[src/rtl/dm_arb_pkg.sv]
// Shared encodings for the two-requester data-memory arbiter.
package dm_arb_pkg;

  localparam logic [1:0] WORD = 2'b00;
  localparam logic [1:0] BYTE = 2'b01;
  localparam logic [1:0] HALF = 2'b10;

  typedef enum logic [1:0] {
    IDLE   = 2'd0,
    ACCESS = 2'd1,
    RESP   = 2'd2
  } state_t;

  typedef struct packed {
    logic        we;
    logic [31:0] addr;
    logic [31:0] wd;
    logic [1:0]  typ;
    logic        id;
  } acc_t;

  // The reserved width code 2'b11 is treated as an illegal access.
  function automatic logic access_legal(input logic [31:0] addr,
                                        input logic [1:0]  typ,
                                        input logic [31:0] limit);
    logic ok;
    ok = (addr < limit);
    case (typ)
      WORD:    if (addr[1:0] != 2'b00) ok = 1'b0;
      HALF:    if (addr[0]) ok = 1'b0;
      BYTE:    ok = ok;
      default: ok = 1'b0;
    endcase
    return ok;
  endfunction

endpackage

[src/rtl/dm_arb_pick.sv]
// Two-way grant pick; with DM_ARB_RR_EN a round-robin pointer demotes the last
// winner, otherwise requester 0 always has priority.
module dm_arb_pick (
`ifdef DM_ARB_RR_EN
  input  logic clk,
  input  logic reset,
`endif
  input  logic en_i,
  input  logic req0_i,
  input  logic req1_i,
  output logic gnt0_o,
  output logic gnt1_o
);

`ifdef DM_ARB_RR_EN
  // prio1_q set means requester 1 wins the next collision.
  logic prio1_q, prio1_d;
  logic win1;

  always_comb begin
    win1    = req1_i & (~req0_i | prio1_q);
    gnt1_o  = en_i & win1;
    gnt0_o  = en_i & req0_i & ~win1;
    prio1_d = prio1_q;
    if (gnt0_o)      prio1_d = 1'b1;
    else if (gnt1_o) prio1_d = 1'b0;
  end

  always_ff @(posedge clk) begin
    if (reset) prio1_q <= 1'b0;
    else       prio1_q <= prio1_d;
  end
`else
  assign gnt0_o = en_i & req0_i;
  assign gnt1_o = en_i & req1_i & ~req0_i;
`endif

endmodule

[src/rtl/dm_arbiter.sv]
// Arbitrates two requesters onto one DM port: gnt at T, DM access at T+1, rvalid at T+2.
// DM_ARB_RR_EN selects round-robin arbitration; undefined gives fixed m0 priority.
module dm_arbiter
  import dm_arb_pkg::*;
#(
  parameter int DM_WORDS = 3072
) (
  input  logic        clk,
  input  logic        reset,
  input  logic        m0_req,
  input  logic        m0_we,
  input  logic [31:0] m0_addr,
  input  logic [31:0] m0_wd,
  input  logic [1:0]  m0_type,
  output logic        m0_gnt,
  output logic        m0_rvalid,
  output logic [31:0] m0_rdata,
  output logic        m0_err,
  input  logic        m1_req,
  input  logic        m1_we,
  input  logic [31:0] m1_addr,
  input  logic [31:0] m1_wd,
  input  logic [1:0]  m1_type,
  output logic        m1_gnt,
  output logic        m1_rvalid,
  output logic [31:0] m1_rdata,
  output logic        m1_err,
  output logic        dm_we,
  output logic [31:0] dm_addr,
  output logic [31:0] dm_wd,
  output logic [1:0]  dm_type,
  input  logic [31:0] dm_rd
);

  localparam logic [31:0] DM_LIMIT = 32'(DM_WORDS * 4);

  state_t      state_q, state_d;
  acc_t        acc_q, acc_d;
  logic [31:0] rdata_q, rdata_d;
  logic        err_q, err_d;
  logic        pick_en, g0, g1, legal, resp;

  assign pick_en = (state_q == IDLE) & ~reset;
  assign legal   = access_legal(acc_q.addr, acc_q.typ, DM_LIMIT);

  dm_arb_pick u_pick (
`ifdef DM_ARB_RR_EN
    .clk    (clk),
    .reset  (reset),
`endif
    .en_i   (pick_en),
    .req0_i (m0_req),
    .req1_i (m1_req),
    .gnt0_o (g0),
    .gnt1_o (g1)
  );

  always_comb begin
    state_d = state_q;
    acc_d   = acc_q;
    rdata_d = rdata_q;
    err_d   = err_q;
    dm_we   = 1'b0;
    dm_addr = '0;
    dm_wd   = '0;
    dm_type = '0;
    case (state_q)
      IDLE: begin
        if (g0 | g1) begin
          acc_d.we   = g1 ? m1_we   : m0_we;
          acc_d.addr = g1 ? m1_addr : m0_addr;
          acc_d.wd   = g1 ? m1_wd   : m0_wd;
          acc_d.typ  = g1 ? m1_type : m0_type;
          acc_d.id   = g1;
          state_d    = ACCESS;
        end
      end
      ACCESS: begin
        dm_addr = acc_q.addr;
        dm_wd   = acc_q.wd;
        dm_type = acc_q.typ;
        dm_we   = acc_q.we & legal;
        rdata_d = (legal & ~acc_q.we) ? dm_rd : 32'h0;
        err_d   = ~legal;
        state_d = RESP;
      end
      RESP:    state_d = IDLE;
      default: state_d = IDLE;
    endcase
    // Reset is synchronous, so the DM port must be silenced combinationally
    // to stop a store committing on the reset edge.
    if (reset) begin
      dm_we   = 1'b0;
      dm_addr = '0;
      dm_wd   = '0;
      dm_type = '0;
    end
  end

  always_ff @(posedge clk) begin
    if (reset) begin
      state_q <= IDLE;
      acc_q   <= '0;
      rdata_q <= '0;
      err_q   <= 1'b0;
    end else begin
      state_q <= state_d;
      acc_q   <= acc_d;
      rdata_q <= rdata_d;
      err_q   <= err_d;
    end
  end

  assign resp      = (state_q == RESP) & ~reset;
  assign m0_gnt    = g0;
  assign m1_gnt    = g1;
  assign m0_rvalid = resp & ~acc_q.id;
  assign m1_rvalid = resp & acc_q.id;
  assign m0_rdata  = m0_rvalid ? rdata_q : 32'h0;
  assign m1_rdata  = m1_rvalid ? rdata_q : 32'h0;
  assign m0_err    = m0_rvalid & err_q;
  assign m1_err    = m1_rvalid & err_q;

endmodule
[config.mk]
export PLATFORM = sky130hd
export DESIGN_NAME = dm_arbiter
export DESIGN_NICKNAME = d
export VERILOG_FILES = /design/src/rtl/dm_arb_pkg.sv /design/src/rtl/dm_arb_pick.sv /design/src/rtl/dm_arbiter.sv
export SDC_FILE = /design/constraint.sdc
export NUM_CORES = 1
export LEC_CHECK = 0
export ABC_AREA = 1
export BUFFER_PORTS_ARGS = -buffer_cell sky130_fd_sc_hd__buf_2
export CORE_AREA = 2 2 120 122
export DETAILED_ROUTE_END_ITERATION = 12
export DIE_AREA = 0 0 122 124
export GPL_ROUTABILITY_DRIVEN = 0
export PLACE_DENSITY = 0.73
export SYNTH_ARGS = -nofsm -noshare
export SYNTH_HDL_FRONTEND = slang
export SYNTH_HIERARCHICAL = 1
export SYNTH_SLANG_ARGS = --single-unit
[constraint.sdc]
create_clock -name clk -period 3.04 [get_ports clk]
set_clock_uncertainty 0.2 [all_clocks]
set_input_delay 0.304 -clock clk [delete_from_list [all_inputs] [get_ports clk]]
set_output_delay 0.304 -clock clk [all_outputs]
set_load 0.05 [all_outputs]
==> flow_summary.toml, run 1 <==
[sta]
fin_ws_ns = 0.3351
timing.final.crit_share_pct = 88.98
hold_viol = 0
finalSetupTns_ns = 0
slew_viol_final = 0
max_freq_ghz = 0.3697
period_minus_slack_ns = 2.705
slew_headroom_pct = 19.84
worst_slew_pin_slew_ns = 1.201
setup_viol_count_final = 0
rsz0062_at_grt = "false"

[drt]
drt_iter0_drc = 401
vias = 6501
firstDrtPassIters = 5
remaining_drc_errors = 0
ant_nets = 0
wl_um = 18020
via_per_inst = 4.892
post_drt_wl_per_cell_um = 13.56

[die]
fp-row-count = 43
core_area_mm2 = 0.01372
num_io_pins = 307
die-width_um = 122
die-area_mm2 = 0.01513
initial_utilization_pct = 39.56
die_h_um = 124

[clocking]
h-tree-depth = 3
cts_tree = "built"
clock_path_buffers = 2
cts_sinks = 103
clockRootBuffer = "clkbuf_16"
clk_pin_slew_worst_paths_ns = 0.07
postCtsSetupBuffers = 0
ctsResizeCount = 0
numCtsBuffers = 9
clk_latency_ns = 0.34
cts_hold_buf = 0

[finish]
finalNonFillerCells = 1329
drive_above_1_share_pct = 29.97
multi_input_area_mm2 = 0.002756
n_fill_cell = 1455
final_core_util_pct = 52.95
area_growth_pct = 33.84
num-nets-final = 1315
seq_area_mm2 = 0.002062

[power]
p_seq_share_pct = 47.7
p_int_w = 0.002246
p_clk_share_pct = 34.3
switching_share_pct = 28.90
vdd_drop_max_mv = 0.2269
total_power_w = 0.003159
p_switching_w = 0.0009130
combPwrFrac_pct = 18.1
p_leak_nw = 3.547
powerDensity_mw_per_mm2 = 434.9

[synth]
postSynth.asyncResetShare_pct = 0
ys_ff_latch = 103
synth_top_area_share_pct = 37.99
synthTopCellsByArea = "dfxtp_1 38%, nand2_1 17%, nor2_1 12%"
yosysSeqAreaShare_pct = 37.99
syn_nets = 1059
syn_area_per_cell_um2 = 6.105
yosysWarnings = 6
synth_most_common_cell = "nand2_1"
syn_inst = 889
synth_top_area_cell = "dfxtp_1"
synth_edf_count = 0
synthTopCellsByCount = "245 x nand2_1, 178 x nor2_1, 103 x dfxtp_1"
ys_types = 21
synth_area_mm2 = 0.005428
synth_flop_cell = "dfxtp_1"

[setup_path]
crit_path_end = "m0_err"
arrival_ns = 2.20
r2r_slack_ns = 0.45
path_class = "register to output pin"
endpoint_kind = "output pin"
crit_fanout = 33
startpoint = "state_q[1]"
r2r_start = "state_q[1]"
start_kind = "register"
worstPathRequired_ns = 2.54
reg2reg_depth = 7
timing.rr.end = "acc_q[2]"

[worst_hold_path]
hp-class = "input pin to register"

[global_routing]
grt_usage_pct = 22.71
grt_max_degree = 76
antenna_found_initial = 2
grt_overflow = 0
grt_pass1_vias = 5776
grt_pass1_wl_um = 27350

[placement]
dp_hpwl_um = 12440
dp_cells = 1314
pre_cts_slack_ns = 0.4906
port_buffers = 306

[outcome]
status = "complete, no violations"

[flow_run]
max_cap_viol_count = 0
==> state kept, by name (all words and copies together), names as in the netlist <==
signal,cells
acc_q,68
rdata_q,32
err_q,1
state_q,2
==> cell families after synthesis <==
logic type	count (synthesis)	synth area share [%]
AOI/OAI and AO/OA	170	17.22
buffers and inverters	153	11.41
and+or+nand+nor	463	33.38
DFF	103	37.99
==> worst max-delay path, cell delays in order (launching register included) <==
cell	delay (ns)
dfxtp_1	0.44
inv_1	0.11
nor4_2	0.35
inv_2	0.33
nor2_1	0.31
buf_2	0.32
==> power by group through the flow <==
stage,sequential [W],combinational (W),clock [W]
6_report,0.00151,0.000571,0.00108
5_1_grt,0.00152,0.000644,0.00116
4_1_cts,0.00151,0.000574,0.00111
3_5_place_dp,0.00154,0.000572,0
3_3_place_gp,0.00153,0.000570,0
2_1_floorplan,0.00152,0.000379,0
==> layout make-up <==
cell class / instances / area share, %
tap: 180 / 3.100
sequential: 103 / 28.38
inverter: 80 / 4.151
clock buffer: 13 / 3.583
multi-input combinational: 633 / 37.94
timing repair buffer: 318 / 22.74
clock inverter: 1 / 0.06889
antenna: 1 / 0.03445
==> metrics by stage <==
stage	hold WS (ns)	area, um^2
final	0.02119	7264
after global routing	0.01694	7264
after CTS	0.009839	7262
after detailed placement	0.2574	6997
after global placement	0.2531	6997
after floorplan	0.2436	5428
==> layer usage <==
metal  vias up  track usage (%)  share of wire [%]
met3        34            5.723                8.7
li1       3321                -                  -
met1      2885            27.28                 41
met2       259            39.11                 48
met4         2            8.693                2.3
met5         -                0              0.072
==> cells in the final DEF (no fill, tap or decap) <==
cell type / netlist / layout
nor4_1: 1 / 1
nor3_1: 1 / 1
dfxtp_1: 103 / 103
diode_2: 0 / 1
nor2_1: 178 / 178
clkbuf_8: 0 / 2
nor4_2: 1 / 1
inv_1: 73 / 72
buf_12: 0 / 2
clkinv_2: 0 / 2
nor3_2: 1 / 1
buf_4: 2 / 12
clkbuf_16: 0 / 9
buf_2: 24 / 304
o21ai_1: 29 / 29
clkbuf_1: 41 / 2
inv_2: 7 / 7
nor2_2: 3 / 1
a21oi_1: 33 / 33
o21ai_0: 41 / 41
nor2_4: 1 / 3
a31oi_1: 67 / 67
nand2_1: 245 / 245
nand3_1: 32 / 32
==> how the worst min path moves through the flow <==
stage	start	to	slack [ns]	depth (start not counted)
3_5_place_dp	rdata_q[24]	rdata_q[24]	0.26	2
3_3_place_gp	rdata_q[26]	rdata_q[26]	0.25	2
6_report	m0_addr[15]	acc_q[50]	0.02	3
2_1_floorplan	rdata_q[0]	rdata_q[0]	0.24	2
5_1_grt	m0_addr[5]	acc_q[40]	0.02	3
4_1_cts	m0_addr[31]	acc_q[66]	0.01	3
Power figures use the tool's default switching activity.
==> run 2, diff against run 1 <==
Settings changed: SKIP_CTS_REPAIR_TIMING set to 1.
Clock period 3.04 ns to 3.2 ns, I/O delays scaled along.
==> flow_summary.toml, run 2 (same netlist as run 1, synthesis figures left out) <==
[outcome]
status = "complete, no violations"

[worst_hold_path]
min_from = "reset"
hp-class = "input pin to register"

[clocking]
cts_tree = "built"
clk_pin_slew_worst_paths_ns = 0.07
h-tree-depth = 3
clockRootBuffer = "clkbuf_16"
clock_path_buffers = 2
cts_sinks = 103
numCtsBuffers = 9
clk_latency_ns = 0.34

[power]
p_leak_nw = 3.560
total_power_w = 0.003062
vdd_drop_max_mv = 0.2028
powerDensity_mw_per_mm2 = 419.6

[finish]
num-nets-final = 1316
n_fill_cell = 1456
layout_commonest_cell = "buf_2"
reg_top3 = "acc_q x68, rdata_q x32, state_q x2"
area_growth_pct = 34.46
largest_reg_flops = 68
finalNonFillerCells = 1332
top_register = "acc_q"
mostFrequentLayoutCells = "304 x buf_2, 245 x nand2_1, 178 x nor2_1, 103 x dfxtp_1, 72 x inv_1"
drive_above_1_share_pct = 30.20

[global_routing]
grt_pass1_wl_um = 26420
grt_overflow = 0
grt_usage_pct = 22.32
grt_max_degree = 88
grt_pass1_vias = 5390
antenna_found_initial = 5

[drt]
drt_iter0_drc = 433
via_per_inst = 4.814
firstDrtPassIters = 4
wl_um = 17870
vias = 6412
ant_nets = 0
remaining_drc_errors = 0
post_drt_wl_per_cell_um = 13.42

[setup_path]
critical-path-max-stage-delay_ns = 0.49
worstPathRequired_ns = 2.68
start_kind = "register"
r2r_start = "state_q[1]"
path_class = "register to output pin"
cpMostUsedCell = "inv_2"
critPathTopFamily = "buffers and inverters"
startpoint = "state_q[0]"
crit_buf_inv = 5
crit_chain = "inv_2, nor2_4, buf_4, inv_2, nor2_4, inv_2, nor4_1, buf_12"
arrival_ns = 2.22
slowest_stage = "nor4_1"
crit_fanout = 33
endpoint_kind = "output pin"

[placement]
dp_cells = 1315
dp_hpwl_um = 12530
port_buffers = 306
pre_cts_slack_ns = 0.8067

[sta]
setup_viol_count_final = 0
hold_viol = 0
slew_headroom_pct = 21.98
period_minus_slack_ns = 2.738
finalSetupTns_ns = 0
holdWs_ns = 0.003641
fin_ws_ns = 0.4617
max_freq_ghz = 0.3652
slew_viol_final = 0
timing.final.crit_share_pct = 85.57
worst_slew_pin_slew_ns = 1.170
rsz0062_at_grt = "false"

[die]
initial_utilization_pct = 39.56
die-width_um = 122
die_h_um = 124
die-area_mm2 = 0.01513
num_io_pins = 307
fp-row-count = 43
core_area_mm2 = 0.01372

[flow_run]
max_cap_viol_count = 0
## run 2: changes by cell type in the layout (fill, tap and decap cells not counted)
cell | previous run | this run
buf_4 | 12 | 13
bufinv_16 | 0 | 1
clkbuf_1 | 2 | 0
clkbuf_8 | 2 | 1
clkinv_2 | 2 | 3
clkinvlp_4 | 0 | 1
diode_2 | 1 | 3
## run 2: final timing paths
check,endpoint,slack (ns),cells after the start
setup / recovery,dm_we,0.46,8
hold / removal,state_q[1],0.004,2
setup reg to reg,acc_q[51],0.87,8
hold reg to reg,rdata_q[13],0.27,2
## run 2: layout make-up
cell class,instances,area (um^2),share of cell area [%]
well taps,180,225.2,3.086
clock inverters,4,47.55,0.6515
inverters,80,301.5,4.132
clock buffers,10,239.0,3.274
repair buffers,319,1659,22.73
diodes,3,7.507,0.1029
flip-flops and latches,103,2062,28.25
multi-input cells,633,2756,37.77
## run 2: metrics by stage
step / utilization [%] / cell area, um^2
2_1_floorplan: - / 5428
3_3_place_gp: 51.05 / 7004
5_1_grt: 53.20 / 7298
4_1_cts: 53.14 / 7291
3_5_place_dp: 51.05 / 7004
6_report: 53.20 / 7298
## run 2: power by group
part	internal (W)	switching (W)	total (W)
combinational	0.000196	0.000345	0.000541
clock	0.000617	0.000474	0.00109
sequential	0.00138	0.0000552	0.00143
total	0.00219	0.000873	0.00306
## run 2: metal layers
metal  track usage [%]  share of wire (%)  vias to the layer above
li1                  -                  -                     3320
met1             26.13                 42                     2804
met2             38.06                 47                      257
met3             6.822                8.9                       27
met4             9.195                2.1                        4
met5                 0               0.15                        -
